`src/rtl/mem_bus_pkg.sv`:
```
// Shared types for the memory bus arbiter: FSM state encoding and RV32I
// load/store size codes.
package mem_bus_pkg;

  typedef enum logic [1:0] {
    IDLE  = 2'd0,
    FETCH = 2'd1,
    DATA  = 2'd2,
    RESP  = 2'd3
  } state_t;

  localparam logic [2:0] F3_B  = 3'b000;
  localparam logic [2:0] F3_H  = 3'b001;
  localparam logic [2:0] F3_W  = 3'b010;
  localparam logic [2:0] F3_BU = 3'b100;
  localparam logic [2:0] F3_HU = 3'b101;

endpackage

```
`src/rtl/mem_bus_arbiter_ls_align.sv`:
```
// Byte-lane logic for the load/store path: byte enables, store lane
// replication, load extract/extend and the illegal/misaligned flag.
module ls_align
  import mem_bus_pkg::*;
(
  input  logic [2:0]  funct3,
  input  logic        we,
  input  logic [1:0]  addr_lo,
  input  logic [31:0] wdata,
  input  logic [31:0] rdata,
  output logic [3:0]  be,
  output logic [31:0] wdata_rep,
  output logic [31:0] rdata_ext,
  output logic        err
);

  logic [7:0]  rd_byte;
  logic [15:0] rd_half;

  assign rd_byte = rdata[{addr_lo, 3'b000} +: 8];
  assign rd_half = rdata[{addr_lo[1], 4'b0000} +: 16];

  always_comb begin
    be        = 4'b1111;
    wdata_rep = wdata;
    rdata_ext = rdata;
    err       = 1'b0;
    if (we) begin
      case (funct3)
        F3_B: begin
          be        = 4'b0001 << addr_lo;
          wdata_rep = {4{wdata[7:0]}};
        end
        F3_H: begin
          be        = 4'b0011 << addr_lo;
          wdata_rep = {2{wdata[15:0]}};
          err       = addr_lo[0];
        end
        F3_W:    err = |addr_lo;
        default: err = 1'b1;
      endcase
    end else begin
      case (funct3)
        F3_B:  rdata_ext = {{24{rd_byte[7]}}, rd_byte};
        F3_BU: rdata_ext = {24'h0, rd_byte};
        F3_H: begin
          rdata_ext = {{16{rd_half[15]}}, rd_half};
          err       = addr_lo[0];
        end
        F3_HU: begin
          rdata_ext = {16'h0, rd_half};
          err       = addr_lo[0];
        end
        F3_W:    err = |addr_lo;
        default: err = 1'b1;
      endcase
    end
  end

endmodule

```
`src/rtl/mem_bus_arbiter.sv`:
```
// Arbitrates the single memory bus between instruction fetch and load/store,
// honouring BUS_LOCK, with per-cycle ack timeout and error reporting.
module mem_bus_arbiter
  import mem_bus_pkg::*;
#(
  parameter int ADDR_W  = 32,
  parameter int TIMEOUT = 255,
  parameter int TO_W    = 8
) (
  input  logic              clk,
  input  logic              rst_n,
  input  logic              if_req,
  input  logic [ADDR_W-1:0] if_addr,
  output logic              if_gnt,
  output logic [31:0]       if_rdata,
  output logic              if_err,
  input  logic              ls_req,
  input  logic              ls_we,
  input  logic [2:0]        ls_funct3,
  input  logic [ADDR_W-1:0] ls_addr,
  input  logic [31:0]       ls_wdata,
  output logic              ls_done,
  output logic [31:0]       ls_rdata,
  output logic              ls_err,
  input  logic              bus_lock,
  output logic              bus_req,
  output logic              bus_we,
  output logic [ADDR_W-1:0] bus_addr,
  output logic [3:0]        bus_be,
  output logic [31:0]       bus_wdata,
  input  logic              bus_ack,
  input  logic [31:0]       bus_rdata,
  output logic              busy,
  output state_t            dbg_state
);

  // Handshake: a requester holds req with a stable payload until its one-cycle
  // done/gnt pulse and drops req before the following cycle; bus_req is held
  // until bus_ack or until TIMEOUT wait cycles have elapsed.

  state_t            state, state_nx;
  logic [ADDR_W-1:0] addr_q;
  logic              we_q;
  logic [2:0]        f3_q;
  logic [31:0]       wdata_q;
  logic              sel_fetch_q;
  logic              err_q;
  logic [TO_W-1:0]   to_cnt;

  logic              is_idle;
  logic              grant_ls;
  logic              grant_if;
  logic              to_hit;
  logic [2:0]        a_f3;
  logic              a_we;
  logic [1:0]        a_lo;
  logic [3:0]        a_be;
  logic [31:0]       a_wdata;
  logic [31:0]       a_rdata;
  logic              a_err;

  assign is_idle  = (state == IDLE);
  assign grant_ls = is_idle && ls_req;
  assign grant_if = is_idle && !ls_req && if_req && !bus_lock;
  assign to_hit   = (to_cnt == TO_W'(TIMEOUT - 1)) && !bus_ack;

  // In IDLE the lane block checks the live request; afterwards it works on
  // the registered payload so be/wdata/extraction stay stable for the cycle.
  assign a_f3 = is_idle ? ls_funct3    : f3_q;
  assign a_we = is_idle ? ls_we        : we_q;
  assign a_lo = is_idle ? ls_addr[1:0] : addr_q[1:0];

  ls_align u_align (
    .funct3    (a_f3),
    .we        (a_we),
    .addr_lo   (a_lo),
    .wdata     (wdata_q),
    .rdata     (bus_rdata),
    .be        (a_be),
    .wdata_rep (a_wdata),
    .rdata_ext (a_rdata),
    .err       (a_err)
  );

  always_ff @(posedge clk or negedge rst_n) begin
    if (!rst_n) state <= IDLE;
    else        state <= state_nx;
  end

  always_comb begin
    state_nx = state;
    case (state)
      IDLE: begin
        if (grant_ls)      state_nx = a_err ? RESP : DATA;
        else if (grant_if) state_nx = (|if_addr[1:0]) ? RESP : FETCH;
      end
      FETCH, DATA: begin
        if (bus_ack || to_hit) state_nx = RESP;
      end
      RESP:    state_nx = IDLE;
      default: state_nx = IDLE;
    endcase
  end

  always_comb begin
    bus_req   = (state == FETCH) || (state == DATA);
    bus_we    = (state == DATA) && we_q;
    bus_addr  = '0;
    bus_be    = 4'b0000;
    bus_wdata = 32'h0;
    if (bus_req) begin
      bus_addr = {addr_q[ADDR_W-1:2], 2'b00};
      bus_be   = a_be;
    end
    if (bus_we) bus_wdata = a_wdata;
    if_gnt  = (state == RESP) && sel_fetch_q;
    ls_done = (state == RESP) && !sel_fetch_q;
    if_err  = if_gnt && err_q;
    ls_err  = ls_done && err_q;
    busy    = !is_idle;
  end

  assign dbg_state = state;

  always_ff @(posedge clk or negedge rst_n) begin
    if (!rst_n) begin
      addr_q      <= '0;
      we_q        <= 1'b0;
      f3_q        <= F3_W;
      wdata_q     <= 32'h0;
      sel_fetch_q <= 1'b0;
      err_q       <= 1'b0;
      to_cnt      <= '0;
      if_rdata    <= 32'h0;
      ls_rdata    <= 32'h0;
    end else begin
      case (state)
        IDLE: begin
          to_cnt <= '0;
          if (grant_ls) begin
            addr_q      <= ls_addr;
            we_q        <= ls_we;
            f3_q        <= ls_funct3;
            wdata_q     <= ls_wdata;
            sel_fetch_q <= 1'b0;
            err_q       <= a_err;
          end else if (grant_if) begin
            addr_q      <= if_addr;
            we_q        <= 1'b0;
            f3_q        <= F3_W;
            wdata_q     <= 32'h0;
            sel_fetch_q <= 1'b1;
            err_q       <= |if_addr[1:0];
          end
        end
        FETCH, DATA: begin
          if (bus_ack) begin
            err_q <= 1'b0;
            if (sel_fetch_q) if_rdata <= bus_rdata;
            else             ls_rdata <= a_rdata;
          end else begin
            to_cnt <= to_cnt + 1'b1;
            if (to_hit) err_q <= 1'b1;
          end
        end
        default: ;
      endcase
    end
  end

endmodule

```
`config.mk`:
```
export PLATFORM = sky130hd
export DESIGN_NAME = mem_bus_arbiter
export DESIGN_NICKNAME = d
export VERILOG_FILES = /design/src/rtl/mem_bus_pkg.sv /design/src/rtl/mem_bus_arbiter_ls_align.sv /design/src/rtl/mem_bus_arbiter.sv
export SDC_FILE = /design/constraint.sdc
export NUM_CORES = 1
export LEC_CHECK = 0
export CAP_MARGIN = 20
export CORE_UTILIZATION = 46
export CTS_CLUSTER_DIAMETER = 30
export DETAILED_ROUTE_END_ITERATION = 16
export GPL_ROUTABILITY_DRIVEN = 0
export PLACE_DENSITY = 0.82
export SLEW_MARGIN = 10
export SYNTH_ARGS = -nofsm -noshare
export SYNTH_HDL_FRONTEND = slang
export SYNTH_SLANG_ARGS = --single-unit
```
`constraint.sdc`:
```
create_clock -name clk -period 3.5 [get_ports clk]
set_input_delay 1.05 -clock clk [delete_from_list [all_inputs] [get_ports clk]]
set_output_delay 1.05 -clock clk [all_outputs]
set_load 0.05 [all_outputs]
```
After elaboration in Yosys (flattened, before gate mapping). Cells that the tools add are included.

Bits in writable memories: 0. Word-level logic and storage cells: 98. Memories: 0. Memory bits (read-only): 0. Register bits: 144. Latch bits: 0. Output and inout bits: 141.

Divide/modulo/power cells: 0. Magnitude comparators: 0. Muxes and demuxes: 38. Bitwise gates (word level): 1. Multipliers: 0. Equality and inequality tests: 12. Reductions and logical operators: 32. $add $sub $neg: 1. Shift-type cells: 4.

Operators by type and width (number): 32-bit 2-to-1 mux (8); 32-bit case mux with 4 select lines (1); 32-bit case mux with 2 select lines (1); 32-bit by 6-bit indexed part select with 16-bit output (1); 32-bit by 6-bit indexed part select with 8-bit output (1); 8-bit case mux with 2 select lines (1); 1-bit 2-to-1 mux (11); 1-bit logical AND (10); 2-bit 2-to-1 mux (5); 2-bit OR reduction (5); 3-bit 2-to-1 mux (3); 3-bit AND reduction (3); 8-bit by 1-bit adder with 8-bit output, second input constant (1); 8-bit equality test, second input constant (1); 4-bit 2-to-1 mux (2); 8-bit 2-to-1 mux (1); 4-bit case mux with 2 select lines (1); 3-bit equality test, second input constant (2); 1-bit case mux with 3 select lines (2); 2-bit case mux with 3 select lines (1); 2-bit AND reduction (3); 1-bit zero test (5); 2-bit equality test, second input constant (2); 2-bit inequality test, second input constant (2); 13 further kinds (15).

Logic depth before layout (Yosys ltp).
Depth after elaboration: 9. Depth in mapped cells: 10. Mapped depth without buffers: 7.

By module. From an unflattened synthesis, not the netlist that was laid out.

Cell total of the unflattened synthesis: 822. Area total of the unflattened synthesis: 7813.7 um^2.

By module, submodules not included: mem_bus_arbiter (seq. area each 3604.7 um^2, area each 6528.8 um^2, instances 1, cells each 630); ls_align (seq. area each 0.0 um^2, area each 1285.0 um^2, instances 1, cells each 192).

Worst setup path after synthesis. No wires, ideal clock.

Path type: reg2out. From: register state[0] (netlist: dbg_state[0]). To: output bus_wdata[10]. Data required time: 2.450 ns. Stages on the path, launching flop included: 11. Arrival: 2.993 ns. Path buffers: 4. Setup slack: -0.543 ns. Cells stage by stage: dfrtp_1 inv_1 ha_1 buf_6 buf_12 or3_4 a21oi_1 buf_4 buf_6 nand3_1 a21oi_1.

Word-level cells in the longest chain between the ends: 6. Elaborated cells between the ends (all ways): 10. Those cells by class: 2 x eq/ne; 5 x mux; 3 x reduce/logical.

Ends and longest elaborated chain: start, declared (RTL line mem_bus_arbiter.sv:41) `state_t state, state_nx;`; start signal, assigned (RTL line mem_bus_arbiter.sv:87) `else state <= state_nx;`; 2-bit zero test (RTL line mem_bus_arbiter.sv:62) `assign is_idle = (state == IDLE);`; 3-bit 2-to-1 mux (RTL line mem_bus_arbiter.sv:69) `assign a_f3 = is_idle ? ls_funct3 : f3_q;`; 3-bit by 1-bit equality test with 1-bit output or 3-bit zero test (tied branches) (RTL line mem_bus_arbiter_ls_align.sv:29) `case (funct3)`; 32-bit case mux with 2 select lines (RTL line mem_bus_arbiter_ls_align.sv:29); 32-bit 2-to-1 mux (RTL line mem_bus_arbiter_ls_align.sv:28) `if (we) begin`; 32-bit 2-to-1 mux (*) (RTL line mem_bus_arbiter.sv:115) `if (bus_we) bus_wdata = a_wdata;`; end, declared (RTL line mem_bus_arbiter.sv:30) `output logic [31:0] bus_wdata,`.

Mark *: on every way between the ends. The rest lies on a longest branch, timed or not.

Final worst setup path.
From: input ls_funct3[2]. To: output bus_wdata[23].

Word-level cells in the longest chain between the ends: 5. Elaborated cells between the ends (all ways): 6. Those cells by class: 1 x eq/ne; 4 x mux; 1 x reduce/logical.

Ends and longest elaborated chain: start, declared (RTL line mem_bus_arbiter.sv:19) `input logic [2:0] ls_funct3,`; 3-bit 2-to-1 mux (*) (RTL line mem_bus_arbiter.sv:69); 3-bit by 1-bit equality test with 1-bit output or 3-bit zero test (tied branches) (RTL line mem_bus_arbiter_ls_align.sv:29); 32-bit case mux with 2 select lines (*) (RTL line mem_bus_arbiter_ls_align.sv:29); 32-bit 2-to-1 mux (*) (RTL line mem_bus_arbiter_ls_align.sv:28); 32-bit 2-to-1 mux (*) (RTL line mem_bus_arbiter.sv:115).

Marked as above.

==> run_results.csv <==
group,metric,value,unit
worst_setup_path,crit_chain,"buf_8 -> or3b_4 -> a21oi_4 -> buf_12 -> buf_8 -> buf_16 -> mux2i_1 -> nor2_2 -> buf_12",
yosys,synth_top_area_share,46.2,%
power_and_ir_drop,p_leak,0.00542,µW
worst_setup_path,critPathBufInv,5,
worst_setup_path,cp.arrival,2.61,ns
yosys,avgSynthCellArea,9.39,µm²
worst_setup_path,max_stage_delay,0.40,ns
yosys,syn-cell-area,0.00775,mm²
run_status,status,"finished with violations",
timing,setup-violations-final,17,
run_status,violations,"setup timing",
global_routing,antenna_found_initial,2,
final_layout,nNetsFinal,1263,
timing,slew_viol_final,0,
yosys,yosysSeqAreaShare,46.5,%
placement,hpwl,17.5,mm
die,io_pins,279,
routing,vias_per_cell,5.53,
cts,h-tree-depth,4,
cts,cts_sinks,144,
placement,numPortBuffers,276,
worst_setup_path,critPathLaunchType,"input port",
cts,root_buffer,"clkbuf_16",
routing,wirelength,25.9,mm
timing,fin_crit,3.66,ns
timing,skew,0.0106,ns
cts,cts_tree,"built",
worst_setup_path,worstPathMaxFanout,7,
power_and_ir_drop,pwr-share-clk,13.0,%
die,rows,47,
timing,max-slew-margin-rel,29.7,%
final_layout,utilization,75.7,%
power_and_ir_drop,switchingPower,6810,µW
worst_setup_path,criticalPathCategory,"input port to output port",
final_layout,n_antenna_cell,0,
yosys,synth-edff-count,0,
yosys,synth_most_common_cell,"dfrtp_1",
worst_setup_path,crit_family,"buffers and inverters",
routing,antenna_left,0,
yosys,synthTopCellsByArea,"dfrtp_1, mux2i_1, nand2_1",
routing,dr.first_iter.drc_count,488,
yosys,synthCells,825,
cts,clk_pin_slew_worst_paths,0.07,ns
cts,clk_path_buf_depth,2,
worst_setup_path,required,2.45,ns
routing,via_count,7474,
timing,timing.setup.tns,-1.26,ns
cts,hold_buffers,0,
die,start_util,46.9,%
die,die_w,132,µm
final_layout,syn_to_final_growth,61.4,%
power_and_ir_drop,p_int,7030,µW
power_and_ir_drop,comb_power_share,64.4,%
yosys,yosysWarnings,0,
timing,hold_violations,0,
final_layout,layout-drive-gt1-share,24.9,%
global_routing,grt_pass1_vias,7672,
yosys,ys_ff_latch,144,
global_routing,grt_max_degree,91,
die,die_area,0.0174,mm²
yosys,async_flop_share,100,%
cts,clkLatencyLatePin,0.42,ns
global_routing,gr-total-overflow,0,
run,drv_cap,0,
die,core-area,0.0165,mm²
yosys,ys.flop_type,"dfrtp_1",
power_and_ir_drop,p_per_area,1110,mW/mm²
timing,rsz0062_at_grt,"true",
timing,period_share,105,%
timing,fin_ws,-0.160,ns
die,die_y,132,µm
global_routing,track_usage,30.6,%
global_routing,grt_first_pass_wirelength,41.4,mm
timing,fmax,273,MHz
routing,drtPass1Iterations,5,
yosys,synthTopCellsByCount,"dfrtp_1, nand2_1, o21ai_0",
worst_setup_path,crit_slowest_cell,"or3b_4",
timing,tightest_slew,1.05,ns
min_path,min_path_type,"flop to flop",
power_and_ir_drop,seqPwrFrac,22.6,%
worst_setup_path,end_kind,"output port",
cts,cts_made_buffers,17,
yosys,synth_area_leader_cell,"dfrtp_1",
routing,route.detailed.drc,0,
yosys,synth_cell_types,62,
power_and_ir_drop,peakVddDrop,567,µV
power_and_ir_drop,sw_frac_of_total,49.2,%
routing,avgRoutedWirePerCell,19.2,µm
[stage by stage]
stage | hold WS [ns] | total power (µW) | std cells | cell area, µm² | setup WS (ns)
2_1_floorplan | 0.466 | 8270 | 826 | 7940 | 0.00752
3_3_place_gp | 0.462 | 11400 | 1307 | 11500 | -0.403
3_5_place_dp | 0.472 | 11600 | 1307 | 11500 | -0.469
4_1_cts | 0.487 | 13800 | 1354 | 12500 | -0.121
5_1_grt | 0.516 | 14500 | 1352 | 12500 | -0.181
6_report | 0.483 | 13800 | 1352 | 12500 | -0.160
[placed cells by master, fill, tap and decap left out, types with 9 or more instances in the layout]
master             n
a21oi_4            9
o21ai_0           64
nand2_1          136
a21oi_1           18
clkdlybuf4s50_1  210
nor2_1            42
and3_1             9
buf_6             11
mux2i_1           52
buf_4             51
buf_12            53
clkbuf_16         17
nor3_2             9
or3_1             13
nand3_1           40
and2_1            32
mux2_2            32
nor2_2            13
a211oi_4           9
nor3_1            28
dfrtp_1          141
[kinds of logic after synthesis]
family                     count (synthesis)  synth area share [%]
adders and majority gates                  6                 0.969
DFF                                      144                  46.5
xor gates and xnor gates                   7                 0.791
other                                      1                0.0484
AOI/OAI and AO/OA                        136                  11.3
muxes                                     94                  12.9
buffers and inverters                     72                  4.81
and+or+nand+nor                          365                  22.6
[power by group through the flow]
| stage | combinational (µW) | clock [µW] | sequential, µW |
|---|---|---|---|
| 4_1_cts | 8910 | 1820 | 3080 |
| 3_5_place_dp | 8500 | 0 | 3070 |
| 6_report | 8910 | 1800 | 3130 |
| 3_3_place_gp | 8370 | 0 | 3040 |
| 5_1_grt | 9370 | 1890 | 3220 |
| 2_1_floorplan | 4040 | 0 | 4230 |
[layer usage]
| metal | up-vias | GRT usage, % | wire [µm] |
|---|---|---|---|
| met4 | 2 | 13.7 | 924 |
| met2 | 356 | 52.5 | 13100 |
| li1 | 3421 | - | - |
| met5 | - | 0 | 8 |
| met3 | 58 | 7.54 | 1930 |
| met1 | 3637 | 36.4 | 9890 |
[registers in the layout (all words and copies together), names as in the netlist, 2 cells and up]
signal     count
ls_rdata      32
dbg_state      2
if_rdata      32
f3_q           3
wdata_q       32
to_cnt         8
addr_q        32
[what timing repair did]
item,CTS,global route
pin swaps,11,8
buffers inserted,11,0
cloned,4,0
gates resized for setup,65,9
setup endpoints to repair,28,32
[worst paths after layout]
check / from / end / slack, ns / cells after the start
worst max-delay path: ls_funct3[2] / bus_wdata[23] / -0.16 / 9
worst min-delay path: ls_rdata[15]$_DFFE_PN0P_ / ls_rdata[15]$_DFFE_PN0P_ / 0.48 / 2
worst max register to register: dbg_state[1]$_DFFE_PN0P_ / ls_rdata[19]$_DFFE_PN0P_ / 0.62 / 10
worst min register to register: ls_rdata[15]$_DFFE_PN0P_ / ls_rdata[15]$_DFFE_PN0P_ / 0.48 / 2
max in group asynchronous: rst_n / if_rdata[2]$_DFFE_PN0P_ / 2.09 / 2
min in group asynchronous: rst_n / if_rdata[18]$_DFFE_PN0P_ / 0.63 / 1
[tightest hold or removal path: cells and delay by family (launching register included)]
family,cells,cell delay (ns)
AOI/OAI and AO/OA,1,0.06
and+or+nand+nor,1,0.05
DFF,1,0.34
[layout make-up]
| type | count | area (µm²) |
|---|---|---|
| Tap cell | 220 | 275 |
| Clock inverter | 15 | 145 |
| Inverter | 11 | 43.8 |
| Timing Repair Buffer | 335 | 3840 |
| Sequential cell | 144 | 3610 |
| Fill cell | 1084 | 4020 |
| Clock buffer | 17 | 425 |
| Multi-Input combinational cell | 610 | 4180 |
No activity file was read; power rests on OpenSTA's default activity.
